<file path="src/rtl/mem_fill_arbiter_if.sv">
// Cache-side and memory-side signal bundle of the fill arbiter.
// slave = arbiter view, master = cache/memory environment view.
interface mem_fill_arbiter_if #(
  parameter int ADDR_W = 16,
  parameter int WIDX_W = 3
);
  logic              i_miss;
  logic [ADDR_W-1:0] i_addr;
  logic              d_miss;
  logic              d_wr;
  logic [ADDR_W-1:0] d_addr;
  logic [15:0]       d_wdata;
  logic              mem_en;
  logic              mem_wr;
  logic [ADDR_W-1:0] mem_addr;
  logic [15:0]       mem_wdata;
  logic [15:0]       mem_rdata;
  logic              mem_valid;
  logic [15:0]       fill_data;
  logic [WIDX_W-1:0] fill_widx;
  logic              i_fill_we;
  logic              d_fill_we;
  logic              i_done;
  logic              d_done;
  logic              d_wr_done;
  logic              busy;

  modport slave (
    input  i_miss, i_addr, d_miss, d_wr, d_addr, d_wdata, mem_rdata, mem_valid,
    output mem_en, mem_wr, mem_addr, mem_wdata, fill_data, fill_widx,
           i_fill_we, d_fill_we, i_done, d_done, d_wr_done, busy
  );

  modport master (
    output i_miss, i_addr, d_miss, d_wr, d_addr, d_wdata, mem_rdata, mem_valid,
    input  mem_en, mem_wr, mem_addr, mem_wdata, fill_data, fill_widx,
           i_fill_we, d_fill_we, i_done, d_done, d_wr_done, busy
  );
endinterface

</file>
<file path="src/rtl/mem_fill_arbiter.sv">
// Shares one pipelined main memory between I-cache and D-cache: fixed-priority
// grant, block-fill read issue, and steering of returned words to the owner.
module mem_fill_arbiter #(
  parameter int ADDR_W = 16,
  parameter int WORDS  = 8,
  parameter int WIDX_W = 3
)(
  input logic              clk,
  input logic              rst_n,
  mem_fill_arbiter_if.slave bus
);
  localparam logic [WIDX_W:0] NW  = (WIDX_W+1)'(WORDS);
  localparam logic [WIDX_W:0] ONE = (WIDX_W+1)'(1);

  typedef enum logic [2:0] {IDLE, D_WRITE, D_FILL, I_FILL, DONE} state_t;

  state_t            state_q, state_d;
  logic [ADDR_W-1:0] addr_q, addr_d;
  logic [15:0]       wdata_q, wdata_d;
  logic [WIDX_W:0]   issue_q, issue_d;
  logic [WIDX_W:0]   recv_q, recv_d;
  logic              dfill_q, dfill_d;

  always_ff @(posedge clk or negedge rst_n) begin
    if (!rst_n) begin
      state_q <= IDLE;
      addr_q  <= '0;
      wdata_q <= '0;
      issue_q <= '0;
      recv_q  <= '0;
      dfill_q <= 1'b0;
    end else begin
      state_q <= state_d;
      addr_q  <= addr_d;
      wdata_q <= wdata_d;
      issue_q <= issue_d;
      recv_q  <= recv_d;
      dfill_q <= dfill_d;
    end
  end

  always_comb begin
    state_d = state_q;
    addr_d  = addr_q;
    wdata_d = wdata_q;
    issue_d = issue_q;
    recv_d  = recv_q;
    dfill_d = dfill_q;
    bus.mem_en    = 1'b0;
    bus.mem_wr    = 1'b0;
    bus.mem_addr  = '0;
    bus.mem_wdata = '0;
    bus.fill_data = '0;
    bus.fill_widx = '0;
    bus.i_fill_we = 1'b0;
    bus.d_fill_we = 1'b0;
    bus.i_done    = 1'b0;
    bus.d_done    = 1'b0;
    bus.d_wr_done = 1'b0;
    bus.busy      = (state_q != IDLE);

    case (state_q)
      IDLE: begin
        issue_d = '0;
        recv_d  = '0;
        if (bus.d_wr) begin
          state_d = D_WRITE;
          addr_d  = bus.d_addr;
          wdata_d = bus.d_wdata;
        end else if (bus.d_miss) begin
          state_d = D_FILL;
          addr_d  = bus.d_addr;
          dfill_d = 1'b1;
        end else if (bus.i_miss) begin
          state_d = I_FILL;
          addr_d  = bus.i_addr;
          dfill_d = 1'b0;
        end
      end

      D_WRITE: begin
        bus.mem_en    = 1'b1;
        bus.mem_wr    = 1'b1;
        bus.mem_addr  = addr_q;
        bus.mem_wdata = wdata_q;
        bus.d_wr_done = 1'b1;
        state_d       = IDLE;
      end

      D_FILL, I_FILL: begin
        // issue and receive run concurrently; reads go out back to back
        if (issue_q < NW) begin
          bus.mem_en   = 1'b1;
          bus.mem_addr = {addr_q[ADDR_W-1:WIDX_W+1], issue_q[WIDX_W-1:0], 1'b0};
          issue_d      = issue_q + ONE;
        end
        if (bus.mem_valid) begin
          bus.fill_data = bus.mem_rdata;
          bus.fill_widx = recv_q[WIDX_W-1:0];
          bus.d_fill_we = (state_q == D_FILL);
          bus.i_fill_we = (state_q == I_FILL);
          recv_d        = recv_q + ONE;
          if (recv_q == NW - ONE) state_d = DONE;
        end
      end

      DONE: begin
        bus.d_done = dfill_q;
        bus.i_done = !dfill_q;
        state_d    = IDLE;
      end

      default: state_d = IDLE;
    endcase
  end
endmodule

</file>
<file path="src/flat_wrapper.sv">
// flat-port wrapper written by rule: the top's interface ports become plain ports
module mem_fill_arbiter_flat 
#(
  parameter int ADDR_W = 16,
  parameter int WORDS  = 8,
  parameter int WIDX_W = 3
)
  (clk, rst_n, bus_i_miss, bus_i_addr, bus_d_miss, bus_d_wr, bus_d_addr, bus_d_wdata, bus_mem_rdata, bus_mem_valid, bus_mem_en, bus_mem_wr, bus_mem_addr, bus_mem_wdata, bus_fill_data, bus_fill_widx, bus_i_fill_we, bus_d_fill_we, bus_i_done, bus_d_done, bus_d_wr_done, bus_busy);
  mem_fill_arbiter_if #(.ADDR_W(ADDR_W), .WIDX_W(WIDX_W)) bus_i ();
  input logic clk;
  input logic rst_n;
  input wire logic [$bits(bus_i.i_miss)-1:0] bus_i_miss;
  input wire logic [$bits(bus_i.i_addr)-1:0] bus_i_addr;
  input wire logic [$bits(bus_i.d_miss)-1:0] bus_d_miss;
  input wire logic [$bits(bus_i.d_wr)-1:0] bus_d_wr;
  input wire logic [$bits(bus_i.d_addr)-1:0] bus_d_addr;
  input wire logic [$bits(bus_i.d_wdata)-1:0] bus_d_wdata;
  input wire logic [$bits(bus_i.mem_rdata)-1:0] bus_mem_rdata;
  input wire logic [$bits(bus_i.mem_valid)-1:0] bus_mem_valid;
  output wire logic [$bits(bus_i.mem_en)-1:0] bus_mem_en;
  output wire logic [$bits(bus_i.mem_wr)-1:0] bus_mem_wr;
  output wire logic [$bits(bus_i.mem_addr)-1:0] bus_mem_addr;
  output wire logic [$bits(bus_i.mem_wdata)-1:0] bus_mem_wdata;
  output wire logic [$bits(bus_i.fill_data)-1:0] bus_fill_data;
  output wire logic [$bits(bus_i.fill_widx)-1:0] bus_fill_widx;
  output wire logic [$bits(bus_i.i_fill_we)-1:0] bus_i_fill_we;
  output wire logic [$bits(bus_i.d_fill_we)-1:0] bus_d_fill_we;
  output wire logic [$bits(bus_i.i_done)-1:0] bus_i_done;
  output wire logic [$bits(bus_i.d_done)-1:0] bus_d_done;
  output wire logic [$bits(bus_i.d_wr_done)-1:0] bus_d_wr_done;
  output wire logic [$bits(bus_i.busy)-1:0] bus_busy;
  assign bus_i.i_miss = bus_i_miss;
  assign bus_i.i_addr = bus_i_addr;
  assign bus_i.d_miss = bus_d_miss;
  assign bus_i.d_wr = bus_d_wr;
  assign bus_i.d_addr = bus_d_addr;
  assign bus_i.d_wdata = bus_d_wdata;
  assign bus_i.mem_rdata = bus_mem_rdata;
  assign bus_i.mem_valid = bus_mem_valid;
  assign bus_mem_en = bus_i.mem_en;
  assign bus_mem_wr = bus_i.mem_wr;
  assign bus_mem_addr = bus_i.mem_addr;
  assign bus_mem_wdata = bus_i.mem_wdata;
  assign bus_fill_data = bus_i.fill_data;
  assign bus_fill_widx = bus_i.fill_widx;
  assign bus_i_fill_we = bus_i.i_fill_we;
  assign bus_d_fill_we = bus_i.d_fill_we;
  assign bus_i_done = bus_i.i_done;
  assign bus_d_done = bus_i.d_done;
  assign bus_d_wr_done = bus_i.d_wr_done;
  assign bus_busy = bus_i.busy;
  mem_fill_arbiter #(.ADDR_W(ADDR_W), .WORDS(WORDS), .WIDX_W(WIDX_W)) u_core (.clk(clk), .rst_n(rst_n), .bus(bus_i));
endmodule
</file>
<file path="config.mk">
export PLATFORM = sky130hd
export DESIGN_NAME = mem_fill_arbiter_flat
export DESIGN_NICKNAME = d
export VERILOG_FILES = /design/src/rtl/mem_fill_arbiter_if.sv /design/src/rtl/mem_fill_arbiter.sv /design/src/flat_wrapper.sv
export SDC_FILE = /design/constraint.sdc
export NUM_CORES = 1
export LEC_CHECK = 0
export CORE_MARGIN = 1.5
export CORE_UTILIZATION = 42
export DETAILED_ROUTE_END_ITERATION = 16
export MAX_ROUTING_LAYER = met4
export PLACE_DENSITY = 0.85
export SKIP_CTS_REPAIR_TIMING = 1
export SYNTH_ARGS = -nofsm -noshare
export SYNTH_HDL_FRONTEND = slang
export SYNTH_SLANG_ARGS = --single-unit
</file>
<file path="constraint.sdc">
create_clock -name clk -period 3.8 [get_ports clk]
set_input_delay 0.57 -clock clk [delete_from_list [all_inputs] [get_ports clk]]
set_output_delay 0.57 -clock clk [all_outputs]
set_load 0.05 [all_outputs]
</file>
## Word level (Yosys, flattened, before mapping)

Cells that the tools add are included.

| operators by class | value |
|---|---|
| add/sub/neg operators | 2 |
| $lt $le $gt $ge | 1 |
| eq/ne operators | 9 |
| muxes and demuxes | 31 |
| bitwise operators | 1 |
| reductions and logical operators | 13 |

Operator list:

| operator | number |
|---|---|
| 2-to-1 mux 16 bit | 7 |
| one-hot mux 16 bit (2 select lines) | 1 |
| 2-to-1 mux 3 bit | 7 |
| one-hot mux 4 bit (2 select lines) | 2 |
| 2-to-1 mux 1 bit | 10 |
| adder 4 x 1 -> 4 bit (second input constant) | 2 |
| 2-to-1 mux 4 bit | 2 |
| AND reduction 2 bit | 4 |
| equality test 3 x 2 -> 1 bit (second input constant) | 2 |
| one-hot mux 3 bit (2 select lines) | 1 |
| AND reduction 3 bit | 2 |
| nonzero test 3 bit | 2 |
| equality test 4 x 3 -> 1 bit (second input constant) | 1 |
| < comparator 4 bit (second input constant) | 1 |
| != test 2 x 1 -> 1 bit (second input constant) | 2 |
| != test 4 bit (second input constant) | 1 |
| nonzero test 2 bit | 2 |
| equality test 3 x 1 -> 1 bit (second input constant) | 1 |
| equality test 3 bit (second input constant) | 1 |
| logical NOT 3 bit | 1 |
| != test 2 bit (second input constant) | 1 |
| one-hot mux 1 bit (2 select lines) | 1 |
| OR reduction 2 bit | 1 |
| logical NOT 1 bit | 1 |
| NOT 1 bit | 1 |

| storage, ports and cells | value |
|---|---|
| flip-flop bits (word level) | 44 |
| logic and storage cells | 63 |

## Longest topological paths before layout

Gate-level depths: netlist (run 1).

| depth | value |
|---|---|
| depth after elaboration | 4 |
| mapped depth | 5 |

## Worst setup path before layout (run 1)

OpenSTA, ideal clock, no wires.

| timing path | value |
|---|---|
| path kind | flip-flop to output port |
| from | reg u_core.state_q[1] |
| to | out bus_mem_addr[12] |
| arrival | 1.724 ns |
| data required time | 3.230 ns |
| path slack | 1.506 ns |
| stages on the path, launching flop included | 6 |
| path through | dfrtp_1 buf_4 nor2_1 a211oi_1 buf_2 and2_1 |

| between the ends | value |
|---|---|
| word-level cells in the longest chain between the ends | 3 |
| elaborated cells on any way between the ends | 5 |
| classes of those cells | 3 x eq/ne; 1 x mux; 1 x reduce/logical |

RTL lines:

| element | RTL line | source |
|---|---|---|
| start: declaration | mem_fill_arbiter.sv:17 | `state_t state_q, state_d;` |
| start signal: assignment | mem_fill_arbiter.sv:33 | `state_q <= state_d;` |
| equality test 3 x 2 -> 1 bit | mem_fill_arbiter.sv:62 | `case (state_q)` |
| OR reduction 2 bit | mem_fill_arbiter.sv:62 |  |
| one-hot mux 16 bit (2 select lines) * | mem_fill_arbiter.sv:62 |  |
| end: declaration | flat_wrapper.sv:22 | `output wire logic [$bits(bus_i.mem_addr)-1:0] bus_mem_addr;` |

Every way passes the cells marked *; elsewhere a longest branch is shown, timed or not.

## Final worst setup path (run 1)

| timing path | value |
|---|---|
| from | in bus_mem_valid |
| to | out bus_fill_data[9] |

| between the ends | value |
|---|---|
| word-level cells in the longest chain between the ends | 2 |

RTL lines:

| element | RTL line | source |
|---|---|---|
| start: declaration | flat_wrapper.sv:19 | `input wire logic [$bits(bus_i.mem_valid)-1:0] bus_mem_valid;` |
| 2-to-1 mux 16 bit | mem_fill_arbiter.sv:97 | `if (bus.mem_valid) begin` |
| 2-to-1 mux 16 bit | mem_fill_arbiter.sv:62 |  |
| end: declaration | flat_wrapper.sv:24 | `output wire logic [$bits(bus_i.fill_data)-1:0] bus_fill_data;` |

No other way between the ends.

==> results_dict.tcl, run 1 <==
set metrics [dict create \
    drive_gt1_share_pct 19.05 \
    worstSetupPathType "in -> out" \
    synth_top_area_cell "dfrtp_1" \
    firstDrtPassIters 3 \
    power.total_mw 3.014 \
    synth_cells 210 \
    finClkSkew_ns 0.005174 \
    required_ns 3.23 \
    fin_nets 407 \
    synthTopCellsByCount "and2_1, mux2_2, dfrtp_1, nand2_1, nor2_1" \
    status "complete, no violations" \
    clk_pin_slew_ns 0.08 \
    min_period_over_period_pct 84.39 \
    vias 1962 \
    pre_cts_slack_ns 0.5653 \
    overflow 0 \
    worstRegToRegCells 3 \
    p_comb_share_pct 60.7 \
    startpoint_type "input pin" \
    placed_area_sq_mm 0.003704 \
    slew_viol_final 0 \
    yosysMostFrequentCell "and2_1" \
    wl_per_cell_um 13.53 \
    via_per_inst 4.809 \
    internal_power_mw 1.644 \
    avgSynthCellArea_sq_um 11.42 \
    final_cells 408 \
    p_switching_mw 1.370 \
    dpl.cell_count 400 \
    netlist-cell-type-count 34 \
    io_pins 129 \
    rr_endpoint "u_core.wdata_q[10]" \
    regToRegSetupSlack_ns 1.83 \
    num_rows 27 \
    async_flop_share_pct 100.0 \
    cp.arrival_ns 2.64 \
    synthesis.area_sq_mm 0.002399 \
    grt_usage_pct 19.56 \
    clk_latency_ns 0.29 \
    drc 0 \
    drt_iter0_markers 40 \
    netlist.area_leader.share_pct 45.91 \
    clock_power_share_pct 11.6 \
    setup_slack_ns 0.5931 \
    hold_viol 0 \
    drt-total-wl_um 5520 \
    place_hpwl_um 4188 \
    cts_buffers 5 \
    hold_ws_ns 0.4264 \
    cp_max_fo 22 \
    power.density_mw_per_mm2 790.9 \
    leakage_nw 1.564 \
    die_w_um 78.57 \
    htreeDepth 2 \
    maxCapViolations 0 \
    finalSetupTns_ns 0 \
    stdcell_area_sq_mm 0.003811 \
    rsz0062_at_grt "false" \
    irDropWorstVdd_mv 0.4469 \
    initial_core_util_pct 43.56 \
    cp-end-kind "output port" \
    cts_root_buf "clkbuf_8" \
    synthToLayoutAreaGrowth_pct 58.89 \
    coreArea_sq_mm 0.005507 \
    ys_seq_elements 44 \
    setup_viol 0 \
    ys_seq_area_share_pct 45.91 \
    syn_nets 282 \
    antenna_found_initial 0 \
    r2r-start "u_core.state_q[1]" \
    power_frac_seq_pct 27.7 \
    min_period_ns 3.207 \
    io_buffers 128 \
    synth_flop_cell "dfrtp_1" \
    cts_tree "built" \
    crit_path_start "bus_mem_valid" \
    grt_max_degree 45 \
    netSwitchingFraction_pct 45.45 \
    ys_warn_count 0 \
    maxClockFrequency_ghz 0.3118 \
    routabilityCongestion 0.7997 \
    dieHeight_um 78.57 \
    synth_edf_count 0 \
    ant_nets 0 \
    fin_util_pct 69.21 \
    hp-class "in -> async" \
    cts.sinks 44 \
    worstSetupEndpoint "bus_fill_data[9]" \
    synthTopCellsByArea "dfrtp_1, mux2_2, and2_1" \
    diodes 0 \
    grt_pass1_vias 2005 \
    max_slew_margin_pct 35.48 \
    grt_pass1_wl_um 9239 \
    die_area_sq_mm 0.006173 \
    clockBufferDepth 2 \
    max_slew.worst_pin.slew_ns 0.9679 \
]
## area by class of cell
type | instances | area [sq um]
clock buffer | 6 | 72.57
clock inverter | 2 | 35.03
fill | 439 | 1695
inverter | 4 | 15.01
multi-input combinational | 150 | 1206
sequential | 44 | 1101
tap | 72 | 90.09
timing repair buffer | 130 | 1291
## power groups by stage
| stage | clock network, mW | logic [mW] | registers [mW] |
|---|---|---|---|
| detailed placement | 0 | 1.85 | 0.845 |
| global placement | 0 | 1.82 | 0.832 |
| finish | 0.349 | 1.83 | 0.835 |
| floorplan | 0 | 1.35 | 0.787 |
| CTS | 0.362 | 1.86 | 0.836 |
| global route | 0.377 | 1.94 | 0.868 |
## placed cells by master, fill, tap and decap left out, drive strengths merged
cell type      Yosys  routed
clkdlybuf4s50      0     127
buf                9       3
a21oi              1       1
nor2b              2       2
nor4bb             1       1
mux2              49      49
nor2               9       9
a22o               5       5
dfrtp             44      44
clkinv             0       1
ha                 2       2
inv                4       4
nand3b             1       1
nand4              2       2
mux2i              2       2
nand3              2       2
nor3               2       2
and3b              1       1
clkbuf             3       6
xnor2              1       1
and2              50      50
a211oi             1       1
nand2b             2       2
nand2              8       8
nor3b              1       1
o21ai              4       4
and3               1       1
nor4               1       1
bufinv             0       1
a41oi              1       1
o2bb2ai            1       1
## logic make-up after synthesis
| kind of cell | synth area share (%) |
|---|---|
| buffers and inverters | 3.808 |
| DFF | 45.91 |
| AOI/OAI and AO/OA | 3.912 |
| xor gates and xnor gates | 0.3652 |
| and+or+nand+nor | 21.13 |
| adders and majority gates | 1.043 |
| muxes | 23.84 |
## routing by layer
metal,GRT usage [%],vias up,share of wire (%)
met1,22.13,913,41
met4,6.607,0,1.0
met3,5.465,6,7.8
met2,33.28,79,50
li1,-,964,-
met5,-,-,0
## registers in the layout (all words and copies together), names as in the netlist
name / flops
u_core.recv_q: 4
u_core.wdata_q: 16
u_core.state_q: 3
u_core.dfill_q: 1
u_core.addr_q: 16
u_core.issue_q: 4
## how the worst min path moves through the flow
| stage | startpoint | end | slack [ns] | depth (start not counted) |
|---|---|---|---|---|
| 5_1_grt | rst_n | u_core.wdata_q[5] | 0.51 | 1 |
| 3_5_place_dp | u_core.recv_q[3] | u_core.recv_q[3] | 0.48 | 1 |
| 6_report | rst_n | u_core.wdata_q[11] | 0.43 | 1 |
| 2_1_floorplan | rst_n | u_core.addr_q[0] | 0.27 | 0 |
| 3_3_place_gp | u_core.recv_q[3] | u_core.recv_q[3] | 0.46 | 1 |
| 4_1_cts | rst_n | u_core.wdata_q[13] | 0.46 | 1 |
## critical path, stage by stage
cell,delay [ns]
clkdlybuf4s50_1,0.52
and3b_1,0.52
and2_1,0.21
clkdlybuf4s50_1,0.81
(Power assumes the default switching activity.)
==> run 2, diff against run 1 <==
- CORE_UTILIZATION: 42 -> 35
- PLACE_DENSITY: 0.85 -> 0.76
- clock period: 3.8 -> 2.55 ns (I/O delays scaled with it)
==> results_dict.tcl, run 2 (synthesis gave the netlist of run 1 again) <==
set metrics [dict create \
    die_w_um 85.78 \
    vias 2016 \
    maxClockFrequency_ghz 0.4150 \
    nFillCells 492 \
    place_hpwl_um 4756 \
    p_switching_mw 2.206 \
    finalSetupTns_ns 0 \
    overflow 0 \
    power.total_mw 5.148 \
    grt_usage_pct 17.14 \
    power_frac_seq_pct 24.2 \
    worstSetupPathType "reg -> out" \
    grt_pass1_vias 2032 \
    via_per_inst 4.835 \
    regToRegSetupSlack_ns 0.68 \
    irDropWorstVdd_mv 0.5724 \
    cp-end-kind "output port" \
    r2r-start "u_core.state_q[1]" \
    layout_commonest_cell "clkdlybuf4s50_1" \
    netSwitchingFraction_pct 42.86 \
    drive_gt1_share_pct 36.47 \
    leakage_nw 1.843 \
    cp.arrival_ns 2.03 \
    fin_nets 411 \
    required_ns 2.17 \
    routabilityCongestion 0.7508 \
    clk_pin_slew_ns 0.08 \
    drt-total-wl_um 5985 \
    clock_power_share_pct 8.8 \
    maxCapViolations 0 \
    dieHeight_um 85.78 \
    hold_start "u_core.recv_q[3]" \
    slew_viol_final 0 \
    grt_max_degree 33 \
    grt_pass1_wl_um 9639 \
    setup_viol 0 \
    max_slew_margin_pct 65.05 \
    crit_path_start "u_core.state_q[1]" \
    clk_latency_ns 0.29 \
    top_regs "u_core.addr_q (16), u_core.wdata_q (16)" \
    internal_power_mw 2.941 \
    antenna_found_initial 0 \
    io_buffers 128 \
    wl_per_cell_um 14.35 \
    num_rows 29 \
    io_pins 129 \
    die_area_sq_mm 0.007358 \
    cts.sinks 44 \
    hp-class "reg -> reg" \
    min_period_ns 2.410 \
    firstDrtPassIters 6 \
    drt_iter0_markers 61 \
    drc 0 \
    p_comb_share_pct 67.0 \
    clockBufferDepth 2 \
    ant_nets 0 \
    max_slew.worst_pin.slew_ns 0.5226 \
    finClkSkew_ns 0.004900 \
    min_period_over_period_pct 94.51 \
    cts_tree "built" \
    cts_root_buf "clkbuf_8" \
    hold_viol 0 \
    startpoint_type "register" \
    rsz0062_at_grt "false" \
    status "complete, no violations" \
    layout_common_cells "clkdlybuf4s50_1, buf_12, and2_1, mux2_2, dfrtp_1" \
    diodes 0 \
    power.density_mw_per_mm2 1173 \
    coreArea_sq_mm 0.006495 \
    initial_core_util_pct 36.93 \
    htreeDepth 2 \
    cts_buffers 5 \
    cp_max_fo 11 \
    synthToLayoutAreaGrowth_pct 82.94 \
]
-- run 2: cell count changes in the layout (fill, tap and decap cells not counted), sizes merged --
cell,previous run,this run
bufinv,1,0
clkinvlp,0,2
clkinv,1,0
clkdlybuf4s50,127,71
dlygate4sd3,0,1
buf,3,62
-- run 2: power groups by stage --
| stage | Combinational, mW | Clock [mW] | Sequential, mW |
|---|---|---|---|
| 3_3_place_gp | 3.45 | 0 | 1.24 |
| 3_5_place_dp | 3.49 | 0 | 1.26 |
| 6_report | 3.45 | 0.455 | 1.24 |
| 2_1_floorplan | 2.01 | 0 | 1.17 |
| 4_1_cts | 3.50 | 0.473 | 1.25 |
| 5_1_grt | 3.62 | 0.499 | 1.30 |
-- run 2: final timing paths --
| check | cells past startpoint | end |
|---|---|---|
| worst max-delay path | 4 | bus_i_done |
| worst min-delay path | 1 | u_core.recv_q[3] |
| worst max register to register | 4 | u_core.addr_q[5] |
| worst min register to register | 1 | u_core.recv_q[3] |
| max in group asynchronous | 3 | u_core.wdata_q[12] |
| min in group asynchronous | 2 | u_core.addr_q[4] |
-- run 2: worst max-delay path, stage by stage, from the launching register on --
cell	delay [ns]
dfrtp_1	0.51
nor2_1	0.24
nand2_1	0.08
nor2_1	0.10
clkdlybuf4s50_1	0.81
-- run 2: final cells by class --
class                           instances  area (sq um)  area share, %
Timing Repair Buffer                  134          1872          42.66
Tap cell                               77         96.34          2.196
Sequential cell                        44          1101          25.09
Clock buffer                            6         82.58          1.882
Clock inverter                          2         15.01         0.3422
Inverter                                4         15.01         0.3422
Multi-Input combinational cell        150          1206          27.49
-- run 2: stage by stage --
step           instances  cell area, sq um  setup slack (ns)  hold WS (ns)  util [%]
3_3_place_gp         408              4280            0.3932        0.2923     65.90
6_report             417              4388            0.1401        0.4790     67.56
2_1_floorplan        210              2399            0.4432       0.08691         -
4_1_cts              416              4378            0.1252      -0.02708     67.41
5_1_grt              417              4388           0.02273        0.5042     67.56
3_5_place_dp         408              4280            0.3227        0.2929     65.90
-- run 2: metal layers --
metal  routed length (um)  track usage, %  part of all wire (%)
met5                    0               -                     0
met4                   29           2.639                  0.48
met3                  395           4.235                   6.6
met2                 3120           29.92                    52
met1                 2439           20.49                    41
==> run 3, diff against run 2 <==
- HOLD_SLACK_MARGIN: default -> 0.12
==> results of run 3 <==
Same layout as run 2: the final DEF is identical, and so are final timing and power.
